### src/rtl/multdiv_pkg.sv
// Shared constants, state encoding and helpers for the multi-cycle multiply/divide unit.
package multdiv_pkg;

  localparam int unsigned MD_WIDTH = 32;
  localparam int unsigned MD_ITERS = 32;
  localparam int unsigned PROD_W   = 2 * MD_WIDTH;
  localparam int unsigned REM_W    = MD_WIDTH + 1;
  localparam int unsigned CNT_W    = $clog2(MD_ITERS);

  localparam logic [4:0] OP_MULT = 5'b00110;
  localparam logic [4:0] OP_DIV  = 5'b00111;

  typedef enum logic [1:0] {
    ST_IDLE = 2'd0,
    ST_RUN  = 2'd1,
    ST_FIX  = 2'd2,
    ST_DONE = 2'd3
  } md_state_e;

  // Unsigned magnitude; the most negative value maps onto itself as unsigned 2^(W-1).
  function automatic logic [MD_WIDTH-1:0] md_abs(input logic [MD_WIDTH-1:0] x);
    return x[MD_WIDTH-1] ? MD_WIDTH'(-x) : x;
  endfunction

endpackage

### src/rtl/multdiv_step.sv
// One shift-add multiply or restoring divide iteration, purely combinational.
module multdiv_step
  import multdiv_pkg::*;
(
  input  logic                is_div_i,
  input  logic [PROD_W-1:0]   acc_i,
  input  logic [REM_W-1:0]    rem_i,
  input  logic [MD_WIDTH-1:0] opnd_i,
  output logic [PROD_W-1:0]   acc_o,
  output logic [REM_W-1:0]    rem_o
);

  logic [REM_W-1:0] sum;
  logic [REM_W:0]   shifted;
  logic [REM_W-1:0] diff;
  logic             fits;

  always_comb begin
    // Multiply: acc = {upper, multiplier}; add multiplicand into upper when lsb set, then shift right.
    sum     = {1'b0, acc_i[PROD_W-1:MD_WIDTH]} + (acc_i[0] ? {1'b0, opnd_i} : '0);
    // Divide: acc[31:0] holds dividend bits shifting out and quotient bits shifting in.
    shifted = {rem_i, acc_i[MD_WIDTH-1]};
    fits    = shifted >= {2'b00, opnd_i};
    diff    = REM_W'(shifted - {2'b00, opnd_i});
    acc_o   = acc_i;
    rem_o   = rem_i;
    if (is_div_i) begin
      rem_o = fits ? diff : shifted[REM_W-1:0];
      acc_o = {acc_i[PROD_W-1:MD_WIDTH], acc_i[MD_WIDTH-2:0], fits};
    end else begin
      acc_o = {sum, acc_i[MD_WIDTH-1:1]};
    end
  end

endmodule

### src/rtl/multdiv_sequencer.sv
// Multi-cycle signed multiply/divide with its own sequencer; stalls the pipeline while busy
// and issues a one-cycle result/exception pulse for writeback.
module multdiv_sequencer
  import multdiv_pkg::*;
(
  input  logic                clock,
  input  logic                reset,
  input  logic [MD_WIDTH-1:0] data_operandA,
  input  logic [MD_WIDTH-1:0] data_operandB,
  input  logic                ctrl_MULT,
  input  logic                ctrl_DIV,
  output logic [MD_WIDTH-1:0] data_result,
  output logic                data_exception,
  output logic                data_resultRDY,
  output logic                ctrl_stall
);

  md_state_e           state_q, state_d;
  logic [CNT_W-1:0]    cnt_q, cnt_d;
  logic [PROD_W-1:0]   acc_q, acc_d, step_acc;
  logic [REM_W-1:0]    rem_q, rem_d, step_rem;
  logic [MD_WIDTH-1:0] opnd_q, opnd_d;
  logic                is_div_q, is_div_d;
  logic                neg_q, neg_d;
  logic                div0_q, div0_d;
  logic                ovf_q, ovf_d;
  logic [MD_WIDTH-1:0] result_q, result_d;
  logic                exc_q, exc_d;
  logic                rdy_q, rdy_d;
  logic                start;
  logic [PROD_W-1:0]   prod;
  logic [MD_WIDTH:0]   prod_hi;

  assign start = ctrl_MULT | ctrl_DIV;

  multdiv_step u_step (
    .is_div_i (is_div_q),
    .acc_i    (acc_q),
    .rem_i    (rem_q),
    .opnd_i   (opnd_q),
    .acc_o    (step_acc),
    .rem_o    (step_rem)
  );

  always_ff @(posedge clock) begin
    if (reset) state_q <= ST_IDLE;
    else       state_q <= state_d;
  end

  always_comb begin
    state_d = state_q;
    unique case (state_q)
      ST_IDLE: if (start) state_d = ST_RUN;
      ST_RUN:  if (cnt_q == CNT_W'(MD_ITERS - 1)) state_d = ST_FIX;
      ST_FIX:  state_d = ST_DONE;
      ST_DONE: state_d = ST_IDLE;
      default: state_d = ST_IDLE;
    endcase
  end

  always_comb begin
    ctrl_stall = 1'b0;
    cnt_d      = cnt_q;
    acc_d      = acc_q;
    rem_d      = rem_q;
    opnd_d     = opnd_q;
    is_div_d   = is_div_q;
    neg_d      = neg_q;
    div0_d     = div0_q;
    ovf_d      = ovf_q;
    result_d   = result_q;
    exc_d      = exc_q;
    rdy_d      = 1'b0;
    // Negating the whole accumulator also yields the signed quotient in the low word.
    prod       = neg_q ? PROD_W'(-acc_q) : acc_q;
    prod_hi    = prod[PROD_W-1:MD_WIDTH-1];
    unique case (state_q)
      ST_IDLE: begin
        ctrl_stall = start & ~reset;
        if (start) begin
          is_div_d = ~ctrl_MULT;
          neg_d    = data_operandA[MD_WIDTH-1] ^ data_operandB[MD_WIDTH-1];
          div0_d   = data_operandB == '0;
          ovf_d    = (data_operandA == {1'b1, {(MD_WIDTH-1){1'b0}}}) & (&data_operandB);
          opnd_d   = ctrl_MULT ? md_abs(data_operandA) : md_abs(data_operandB);
          acc_d    = {{MD_WIDTH{1'b0}}, ctrl_MULT ? md_abs(data_operandB) : md_abs(data_operandA)};
          rem_d    = '0;
          cnt_d    = '0;
        end
      end
      ST_RUN: begin
        ctrl_stall = ~reset;
        acc_d      = step_acc;
        rem_d      = step_rem;
        cnt_d      = CNT_W'(cnt_q + 1'b1);
      end
      ST_FIX: begin
        ctrl_stall = ~reset;
        rdy_d      = 1'b1;
        if (is_div_q) begin
          result_d = div0_q ? '0 : prod[MD_WIDTH-1:0];
          exc_d    = div0_q | ovf_q;
        end else begin
          result_d = prod[MD_WIDTH-1:0];
          exc_d    = ~((&prod_hi) | (~|prod_hi));
        end
      end
      default: ;
    endcase
  end

  always_ff @(posedge clock) begin
    if (reset) begin
      cnt_q    <= '0;
      acc_q    <= '0;
      rem_q    <= '0;
      opnd_q   <= '0;
      is_div_q <= 1'b0;
      neg_q    <= 1'b0;
      div0_q   <= 1'b0;
      ovf_q    <= 1'b0;
      result_q <= '0;
      exc_q    <= 1'b0;
      rdy_q    <= 1'b0;
    end else begin
      cnt_q    <= cnt_d;
      acc_q    <= acc_d;
      rem_q    <= rem_d;
      opnd_q   <= opnd_d;
      is_div_q <= is_div_d;
      neg_q    <= neg_d;
      div0_q   <= div0_d;
      ovf_q    <= ovf_d;
      result_q <= result_d;
      exc_q    <= exc_d;
      rdy_q    <= rdy_d;
    end
  end

  assign data_result    = result_q;
  assign data_exception = exc_q;
  assign data_resultRDY = rdy_q;

endmodule
### config.mk
export PLATFORM = sky130hd
export DESIGN_NAME = multdiv_sequencer
export DESIGN_NICKNAME = d
export VERILOG_FILES = /design/src/rtl/multdiv_pkg.sv /design/src/rtl/multdiv_step.sv /design/src/rtl/multdiv_sequencer.sv
export SDC_FILE = /design/constraint.sdc
export NUM_CORES = 1
export LEC_CHECK = 0
export ABC_AREA = 1
export BUFFER_PORTS_ARGS = -buffer_cell sky130_fd_sc_hd__buf_2
export CAP_MARGIN = 20
export CELL_PAD_IN_SITES_DETAIL_PLACEMENT = 0
export CELL_PAD_IN_SITES_GLOBAL_PLACEMENT = 1
export CORE_AREA = 5 5 189 191
export DETAILED_ROUTE_END_ITERATION = 12
export DIE_AREA = 0 0 194 196
export MAX_ROUTING_LAYER = met4
export PLACE_DENSITY_LB_ADDON = 0.1
export SLEW_MARGIN = 5
export SYNTH_ARGS = -nofsm -noshare
export SYNTH_HDL_FRONTEND = slang
export SYNTH_SLANG_ARGS = --single-unit
### constraint.sdc
create_clock -name clock -period 4.1 [get_ports clock]
set_input_delay 0.82 -clock clock [delete_from_list [all_inputs] [get_ports clock]]
set_output_delay 0.82 -clock clock [all_outputs]
set_load 0.03 [all_outputs]
==> results of run 1 <==
## layout by cell type (no fill, tap or decap), types with 34 or more instances in the layout
cell type,instances
nand2_1,665
inv_1,317
nor2_1,271
a21oi_1,237
dfxtp_1,173
o21ai_0,170
nand3_1,138
buf_2,101
ha_1,75
o211ai_1,55
xor2_1,53
a31oi_1,35
nand4_1,34
## where the power goes
group | internal (mW) | switching [mW] | total, mW | leakage [nW]
clock network | 0.919 | 0.749 | 1.67 | 0.275
registers | 2.04 | 0.593 | 2.64 | 1.42
logic | 1.68 | 3.94 | 5.61 | 6.55
## metal layers
layer  GRT usage  part of all wire  vias to the layer above
met5           -                 0                        -
met4      0.0883             0.028                        0
met2       0.493              0.46                      600
li1            -                 -                     8773
met3      0.0368             0.062                       92
met1       0.401              0.45                     8067
## metrics by stage
| stage | hold slack [ns] | total power, mW | instances |
|---|---|---|---|
| 6_report | 0.462 | 9.92 | 3122 |
| 5_1_grt | 0.483 | 10.7 | 3122 |
| 4_1_cts | 0.462 | 9.87 | 3122 |
| 3_5_place_dp | 0.452 | 8.19 | 3091 |
| 3_3_place_gp | 0.450 | 8.15 | 3091 |
| 2_1_floorplan | 0.443 | 6.47 | 2602 |
## final timing paths
check                               startpoint                           end  slack [ns]
hold / removal    data_result[25]$_SDFFE_PP0P_  data_result[25]$_SDFFE_PP0P_        0.46
setup reg to reg         acc_q[0]$_SDFFE_PP0P_        acc_q[54]$_SDFFE_PP0P_        1.21
setup / recovery         acc_q[0]$_SDFFE_PP0P_        acc_q[54]$_SDFFE_PP0P_        1.21
hold reg to reg   data_result[25]$_SDFFE_PP0P_  data_result[25]$_SDFFE_PP0P_        0.46
## layout make-up
cell class	instances	area share
sequential	174	0.203
timing repair buffer	130	0.0421
clock buffer	20	0.0260
tap	455	0.0332
multi-input combinational	2008	0.617
inverter	324	0.0709
clock inverter	11	0.00780
## registers in the layout (all words and copies together) (netlist names)
| register | count |
|---|---|
| acc_q | 64 |
| cnt_q | 5 |
| data_exception | 1 |
| data_result | 32 |
| data_resultRDY | 1 |
| div0_q | 1 |
| is_div_q | 1 |
| neg_q | 1 |
| opnd_q | 32 |
| ovf_q | 1 |
| rem_q | 33 |
| state_q | 2 |
## tightest hold or removal path: stages, from the launching register on
cell     delay [ns]
dfxtp_1        0.31
nand2_1        0.06
a21oi_1        0.05
## logic make-up after synthesis
group	Yosys count
simple gates	1218
compound gates	634
buf+inv	420
flops	174
xor+xnor	79
fa+ha+maj	77
==> impl_metrics.ini, run 1 <==
[sta]
drv_slew = 0
fin_crit_sh = 0.705
setup_ws_ns = 1.21
fin_skew_ns = 0.0161
rsz0062_at_grt = no
hold_viol = 0
fmax_ghz = 0.346
fin_crit_ns = 2.89
setup_viol = 0
worst_pin_slew_ns = 0.912
maxSlewHeadroom = 0.392
tns_ns = 0

[synth]
synth_edf_count = 0
yosys.cell_count.top_type = nand2_1
synth_top_family_by_area = simple AND/OR/NAND/NOR gates
synthTopCellsByCount = nand2_1, inv_1, nor2_1, a21oi_1, dfxtp_1
ys_top_cells_by_area = dfxtp_1, nand2_1, a21oi_1
synth.distinct_cells = 57
synth-main-ff-cell = dfxtp_1
synth_area_per_cell_um2 = 6.04
synthXorXnorAreaFrac = 0.0440
netlist_instances = 2602
ys_seq_elements = 174
synth_top_area_share = 0.222
synth_simple_gate_area_frac = 0.330
muxShareOfSynthArea = 0
synth_area_mm2 = 0.0157
ys.warnings.count = 0
yosysSeqAreaShare = 0.222
synth_top_area_cell = dfxtp_1
synth_compound_area_frac = 0.237
synthesis.nets = 2747
synthAdderAreaFrac = 0.0623
ys_async_sr_fraction = 0

[route]
drtPass1Iterations = 7
initialDrtViolationCount = 1470
vias_per_cell = 5.62
wirelength_um = 58500
final_antenna_net_count = 0
wl_per_cell_um = 18.7
num_vias = 17532
post-route-drc-count = 0

[clocking]
cts_tree = done
cts_resized = 0
clock_sinks = 174
clk_latency_ns = 0.45
ctsLongestPathBuffers = 2
h-tree-depth = 4
path_clk_slew_ns = 0.07
cts_buffers = 17
root_buffer = clkbuf_16
postCtsSetupRepairBufs = 0
cts_hold_buffers = 0

[power_and_ir_drop]
ir_worst_vdd_mv = 0.330
leakagePower_nw = 8.24
power_per_cell_area_mw_per_mm2 = 578

[floorplanning]
die_x_um = 194
coreArea_mm2 = 0.0339
dieArea_mm2 = 0.0380
die_height_um = 196
rows = 68
io_pins = 103
start_util = 0.463

[final_layout]
regArea_mm2 = 0.00348
multi_input_area_mm2 = 0.0106
n_fill_cell = 3616
nNetsFinal = 2800
area_growth_pct = 9.25
drive_above_1_share = 0.0851
final_core_util = 0.506
fin_area_mm2 = 0.0172
num_antenna_cells = 0

[place]
routabilityCongestion = 0.966
dp.final_hpwl_um = 46800
place_area_mm2 = 0.0166
place_ws_ns = 1.19
port-buffer-count = 102

[setup_path]
criticalPathCategory = register to register
worst_setup_path_end_kind = register
critPathMaxStageDelay_ns = 0.37
path_depth = 17
worstPathRequired_ns = 4.46
crit_path_frequent_cell = a21oi_1
crit_family = compound AO/OA/AOI/OAI gates
path_buf_inv = 5
cp_slowest_cell = buf_4
crit_chain = buf_4 > nand2_1 > inv_1 > ha_1 > a21oi_1 > o21ai_1 > a21oi_1 > inv_1 > a21oi_1 > buf_4 > inv_1 > nand2_1 > nand2_1 > a21o_1 > a21oi_1 > o21ai_1 > a21oi_1
start_kind = register
worstPathMaxFanout = 35
r2r_cells = 17
worst_ep_arrival_time_ns = 3.25

[min_path]
hp-class = register to register
whs_path_depth = 2

[flow_run]
cap_violations = 0

[grt]
first_global_vias = 16233
grt_max_degree = 77
grt_pass1_wl_um = 89900
grt_antenna_before_repair = 0
grt_overflow = 0
grt_usage = 0.304

[run_status]
status = completed
Power figures use the tool's default switching activity.
==> run 2: changes to the inputs <==
--- a/config.mk
+++ b/config.mk
@@ -10,9 +10,9 @@
 export CAP_MARGIN = 20
 export CELL_PAD_IN_SITES_DETAIL_PLACEMENT = 0
 export CELL_PAD_IN_SITES_GLOBAL_PLACEMENT = 1
-export CORE_AREA = 5 5 189 191
+export CORE_AREA = 5 5 195 197
 export DETAILED_ROUTE_END_ITERATION = 12
-export DIE_AREA = 0 0 194 196
+export DIE_AREA = 0 0 200 202
 export MAX_ROUTING_LAYER = met4
 export PLACE_DENSITY_LB_ADDON = 0.1
 export SLEW_MARGIN = 5
==> constraint.sdc (replaced) <==
create_clock -name clock -period 2.7 [get_ports clock]
set_input_delay 0.54 -clock clock [delete_from_list [all_inputs] [get_ports clock]]
set_output_delay 0.54 -clock clock [all_outputs]
set_load 0.03 [all_outputs]
==> run 2 against run 1 <==
  * Clock-buffer cell count down 3
  * Non-clock buffer count up 122
  * Cell count increased by 4.3%
  * Wire length up 6.7%
  * Register-to-register slack worse by 1.1 ns
  * Maximum frequency is 11% higher
  * Sequential power increased by 49%
  * Clock skew decreased by 0.0018 ns
  * Total power up 62%
  * Cell area increased by 8.6%
  * Critical path depth shrank 4
  * Utilization rose by 1.1 points
  * Critical endpoint is now rem_q[23]$_SDFFE_PP0P_
==> impl_metrics.ini, run 2 (synthesized netlist as in run 1, its figures left out) <==
[grt]
grt_antenna_before_repair = 0
grt_overflow = 0
first_global_vias = 16783
met2_usage = 0.486
grt_usage = 0.306
grt_pass1_wl_um = 95000
use_met3 = 0.0310
grtUsageMet1 = 0.415
grt_max_degree = 65
grt-busiest-layer = met2

[sta]
fin_crit_ns = 2.61
rsz0062_at_grt = yes
fin_crit_sh = 0.967
drv_slew = 0
fmax_ghz = 0.383
setup_viol = 0
maxSlewHeadroom = 0.549
hold_viol = 0
tns_ns = 0
fin_skew_ns = 0.0143
worst_pin_slew_ns = 0.677
holdWs_ns = 0.458

[clocking]
clk_latency_ns = 0.46
cts_buffers = 17
path_clk_slew_ns = 0.07
root_buffer = clkbuf_16
cts_tree = done
h-tree-depth = 4
ctsLongestPathBuffers = 2
cts_hold_buffers = 0
clock_sinks = 174

[place]
port-buffer-count = 102
routabilityCongestion = 0.987
dp.final_hpwl_um = 50200

[setup_path]
worstPathRequired_ns = 3.01
criticalPathCategory = register to register
worst_ep_arrival_time_ns = 2.92
worst_setup_path_end_kind = register
r2r_cells = 13
worstPathMaxFanout = 6
start_kind = register
r2r_setup_slack_ns = 0.09

[min_path]
hp-class = input pin to register
whs_path_depth = 3

[floorplanning]
start_util = 0.435
die_x_um = 200
dieArea_mm2 = 0.0404
io_pins = 103
rows = 70
die_height_um = 202
coreArea_mm2 = 0.0361

[final_layout]
drive_above_1_share = 0.156
reg.largest.list = acc_q (64), rem_q (33)
largest_reg_flops = 64
max_flop_register = acc_q
final_core_util = 0.517
nNetsFinal = 2922
num_antenna_cells = 0
final_common_cell = nand2_1
area_growth_pct = 18.7
final_cell_mix = nand2_1, inv_1, nor2_1, a21oi_1, o21ai_0

[route]
wirelength_um = 62400
initialDrtViolationCount = 1495
num_vias = 18152
wl_per_cell_um = 19.1
final_antenna_net_count = 0
vias_per_cell = 5.57
post-route-drc-count = 0
drtPass1Iterations = 6

[power_and_ir_drop]
ir_worst_vdd_mv = 0.614
power_per_cell_area_mw_per_mm2 = 862
leakagePower_nw = 8.91
power_mw = 16.1

[flow_run]
cap_violations = 0

[run_status]
status = completed
==> run 2: cell count changes in the layout (fill, tap and decap cells not counted), moves of 6 or more <==
cell,change
a21oi_2,+18
ha_2,+7
inv_1,-6
o21ai_1,+7
o21ai_0,-9
dfxtp_2,+10
buf_4,+112
buf_12,+6
dfxtp_4,+6
ha_1,-24
ha_4,+17
dfxtp_1,-16
a21oi_1,-18
==> run 2: worst paths after layout <==
| path | startpoint | endpoint |
|---|---|---|
| setup / recovery | opnd_q[25]$_SDFFE_PP0P_ | rem_q[23]$_SDFFE_PP0P_ |
| hold / removal | data_operandA[0] | opnd_q[0]$_SDFFE_PP0P_ |
| setup reg to reg | opnd_q[25]$_SDFFE_PP0P_ | rem_q[23]$_SDFFE_PP0P_ |
| hold reg to reg | data_result[31]$_SDFFE_PP0P_ | data_result[31]$_SDFFE_PP0P_ |
==> run 2: through the flow <==
| step | cell area, um2 | setup WS (ns) | instances |
|---|---|---|---|
| 6_report | 18600 | 0.0886 | 3257 |
| 5_1_grt | 18600 | -0.0302 | 3257 |
| 4_1_cts | 18200 | 0.00373 | 3249 |
| 3_5_place_dp | 17500 | -0.0791 | 3216 |
| 3_3_place_gp | 17500 | -0.0777 | 3216 |
| 2_1_floorplan | 15700 | 0.282 | 2602 |
==> run 2: timing repair <==
item	CTS	global route
endpoints found under the setup margin	26	51
pin swaps	2	11
setup buffers	1	6
cloned	1	2
hold endpoints to repair	0	0
gates resized for setup	11	95
==> run 2: critical path, stage by stage (launching register included) <==
cell and delay [ns]:
dfxtp_2 0.41, inv_2 0.09, ha_4 0.25, nand2_1 0.07, nand2_1 0.11, a31oi_4 0.19, a21oi_1 0.12, a211oi_2 0.23
nand4_1 0.24, buf_4 0.22, clkbuf_16 0.14, or2_2 0.26, nand3_1 0.07, a21oi_1 0.06
==> run 2: metal layers <==
metal / part of all wire / routed length, um / vias up
li1: - / - / 9026
met1: 0.45 / 27800 / 8445
met2: 0.47 / 29200 / 591
met3: 0.055 / 3400 / 90
met4: 0.031 / 1930 / 0
met5: 0 / 0 / -
==> run 2: area by class of cell <==
class | instances | area [um2]
multi-input cells | 2008 | 11000
repair buffers | 252 | 1780
inverters | 324 | 1220
clock inverters | 14 | 134
flip-flops and latches | 174 | 3520
clock buffers | 17 | 425
well taps | 468 | 586
fillers | 3789 | 17400
==> run 2: report_power, final <==
part           internal, mW  leakage (nW)  switching [mW]
combinational          3.28          7.22            6.38
clock                  1.28         0.264            1.19
sequential             3.12          1.43           0.816
total                  7.68          8.91            8.38
==> run 3: changes to the inputs <==
--- a/config.mk
+++ b/config.mk
@@ -15,6 +15,7 @@
 export DIE_AREA = 0 0 200 202
 export MAX_ROUTING_LAYER = met4
 export PLACE_DENSITY_LB_ADDON = 0.1
+export RECOVER_POWER = 100
 export SLEW_MARGIN = 5
 export SYNTH_ARGS = -nofsm -noshare
 export SYNTH_HDL_FRONTEND = slang
==> run 3 against run 2 <==
  * Setup slack worse by 0.0010 ns
  * Largest cell class unchanged
  * Non-clock buffer count unchanged
  * Critical path type unchanged
  * Cell area down 0.52%
  * Sequential share of layout area up 0.099 points
  * Critical endpoint unchanged
==> impl_metrics.ini, run 3 (synthesized netlist as in run 1, its figures left out) <==
[run_status]
status = completed

[grt]
grt_overflow = 0
grt_max_degree = 65
grt_usage = 0.306
first_global_vias = 16783
grt_pass1_wl_um = 95000
grt_antenna_before_repair = 0

[floorplanning]
die_height_um = 202
rows = 70
start_util = 0.435
coreArea_mm2 = 0.0361
die_x_um = 200
dieArea_mm2 = 0.0404
io_pins = 103

[place]
place_ws_ns = -0.0791
routabilityCongestion = 0.987
port-buffer-count = 102
place_area_mm2 = 0.0175
numPlacedInstances = 3216
dp.final_hpwl_um = 50200

[setup_path]
worst_setup_path_end_kind = register
worst_ep_arrival_time_ns = 2.93
worstPathMaxFanout = 6
start_kind = register
criticalPathCategory = register to register
worstPathRequired_ns = 3.02

[final_layout]
area_growth_pct = 18.0
drive_above_1_share = 0.140
final_core_util = 0.514
final_common_cell = nand2_1
largest_reg_flops = 64
nNetsFinal = 2922
n_fill_cell = 3817
fin_area_mm2 = 0.0185
final_cell_mix = nand2_1, inv_1, nor2_1, a21oi_1, o21ai_0
num_antenna_cells = 0
reg.largest.list = acc_q (64), rem_q (33)
max_flop_register = acc_q
fin_cells = 3257

[power_and_ir_drop]
power_per_cell_area_mw_per_mm2 = 861
leakagePower_nw = 8.74
ir_worst_vdd_mv = 0.611

[clocking]
cts_tree = done
ctsLongestPathBuffers = 2
path_clk_slew_ns = 0.07
clk_latency_ns = 0.47
root_buffer = clkbuf_16
clock_sinks = 174
h-tree-depth = 4
cts_buffers = 17
cts_hold_buffers = 0

[sta]
fin_skew_ns = 0.0155
fin_crit_sh = 0.968
setup_ws_ns = 0.0876
maxSlewHeadroom = 0.0678
fmax_ghz = 0.383
rsz0062_at_grt = yes
worst_pin_slew_ns = 1.40
holdWs_ns = 0.454
fin_crit_ns = 2.61
setup_viol = 0
drv_slew = 0
hold_viol = 0

[route]
initialDrtViolationCount = 1546
post-route-drc-count = 0
final_antenna_net_count = 0
vias_per_cell = 5.60
drtPass1Iterations = 5
num_vias = 18251
wirelength_um = 62500
wl_per_cell_um = 19.2

[min_path]
hp-class = input pin to register

[flow_run]
cap_violations = 0
run 3: path summary, 6_finish.rpt:
check / start / end / slack [ns] / depth (start not counted)
worst min-delay path: data_operandA[0] / opnd_q[0]$_SDFFE_PP0P_ / 0.45 / 3
worst max-delay path: opnd_q[25]$_SDFFE_PP0P_ / rem_q[23]$_SDFFE_PP0P_ / 0.09 / 13
worst max register to register: opnd_q[25]$_SDFFE_PP0P_ / rem_q[23]$_SDFFE_PP0P_ / 0.09 / 13
worst min register to register: data_result[31]$_SDFFE_PP0P_ / data_result[31]$_SDFFE_PP0P_ / 0.46 / 2
run 3: area by class of cell:
cell class                 instances  area [um2]  share of cell area
inverter                         324        1220              0.0657
sequential                       174        3520               0.190
tap                              468         586              0.0316
clock inverter                    14         134             0.00722
clock buffer                      17         425              0.0229
multi-input combinational       2008       11000               0.591
timing repair buffer             252        1690              0.0913
run 3: power breakdown:
part,internal [mW],switching [mW],leakage (nW)
logic,3.18,6.36,7.05
clock network,1.28,1.20,0.264
registers,3.12,0.821,1.43
run 3: metal layers:
metal  share of wire  global-route usage
met1            0.44               0.415
met2            0.47               0.486
met3           0.062              0.0310
met4           0.032              0.0876
met5               0                   -
run 3: worst max-delay path, stage by stage (launching register included):
cell and delay (ns):
dfxtp_2 0.40, inv_2 0.09, ha_4 0.25, nand2_1 0.07
nand2_1 0.12, a31oi_4 0.19, a21oi_1 0.12, a211oi_2 0.23
nand4_1 0.24, buf_4 0.22, clkbuf_16 0.14, or2_2 0.26
nand3_1 0.07, a21oi_1 0.06
run 3: what timing repair did:
action	CTS	global route
gates cloned	1	2
gates resized for setup	11	95
buffers inserted	1	6
pin swaps	2	11
hold endpoints to repair	0	0
endpoints found under the setup margin	26	51
run 3: stage by stage:
step,power [mW],setup TNS [ns]
global route,17.2,-0.104
floorplan,9.83,0
finish,16.0,0
global placement,13.1,-0.568
detailed placement,13.1,-0.572
CTS,15.7,0
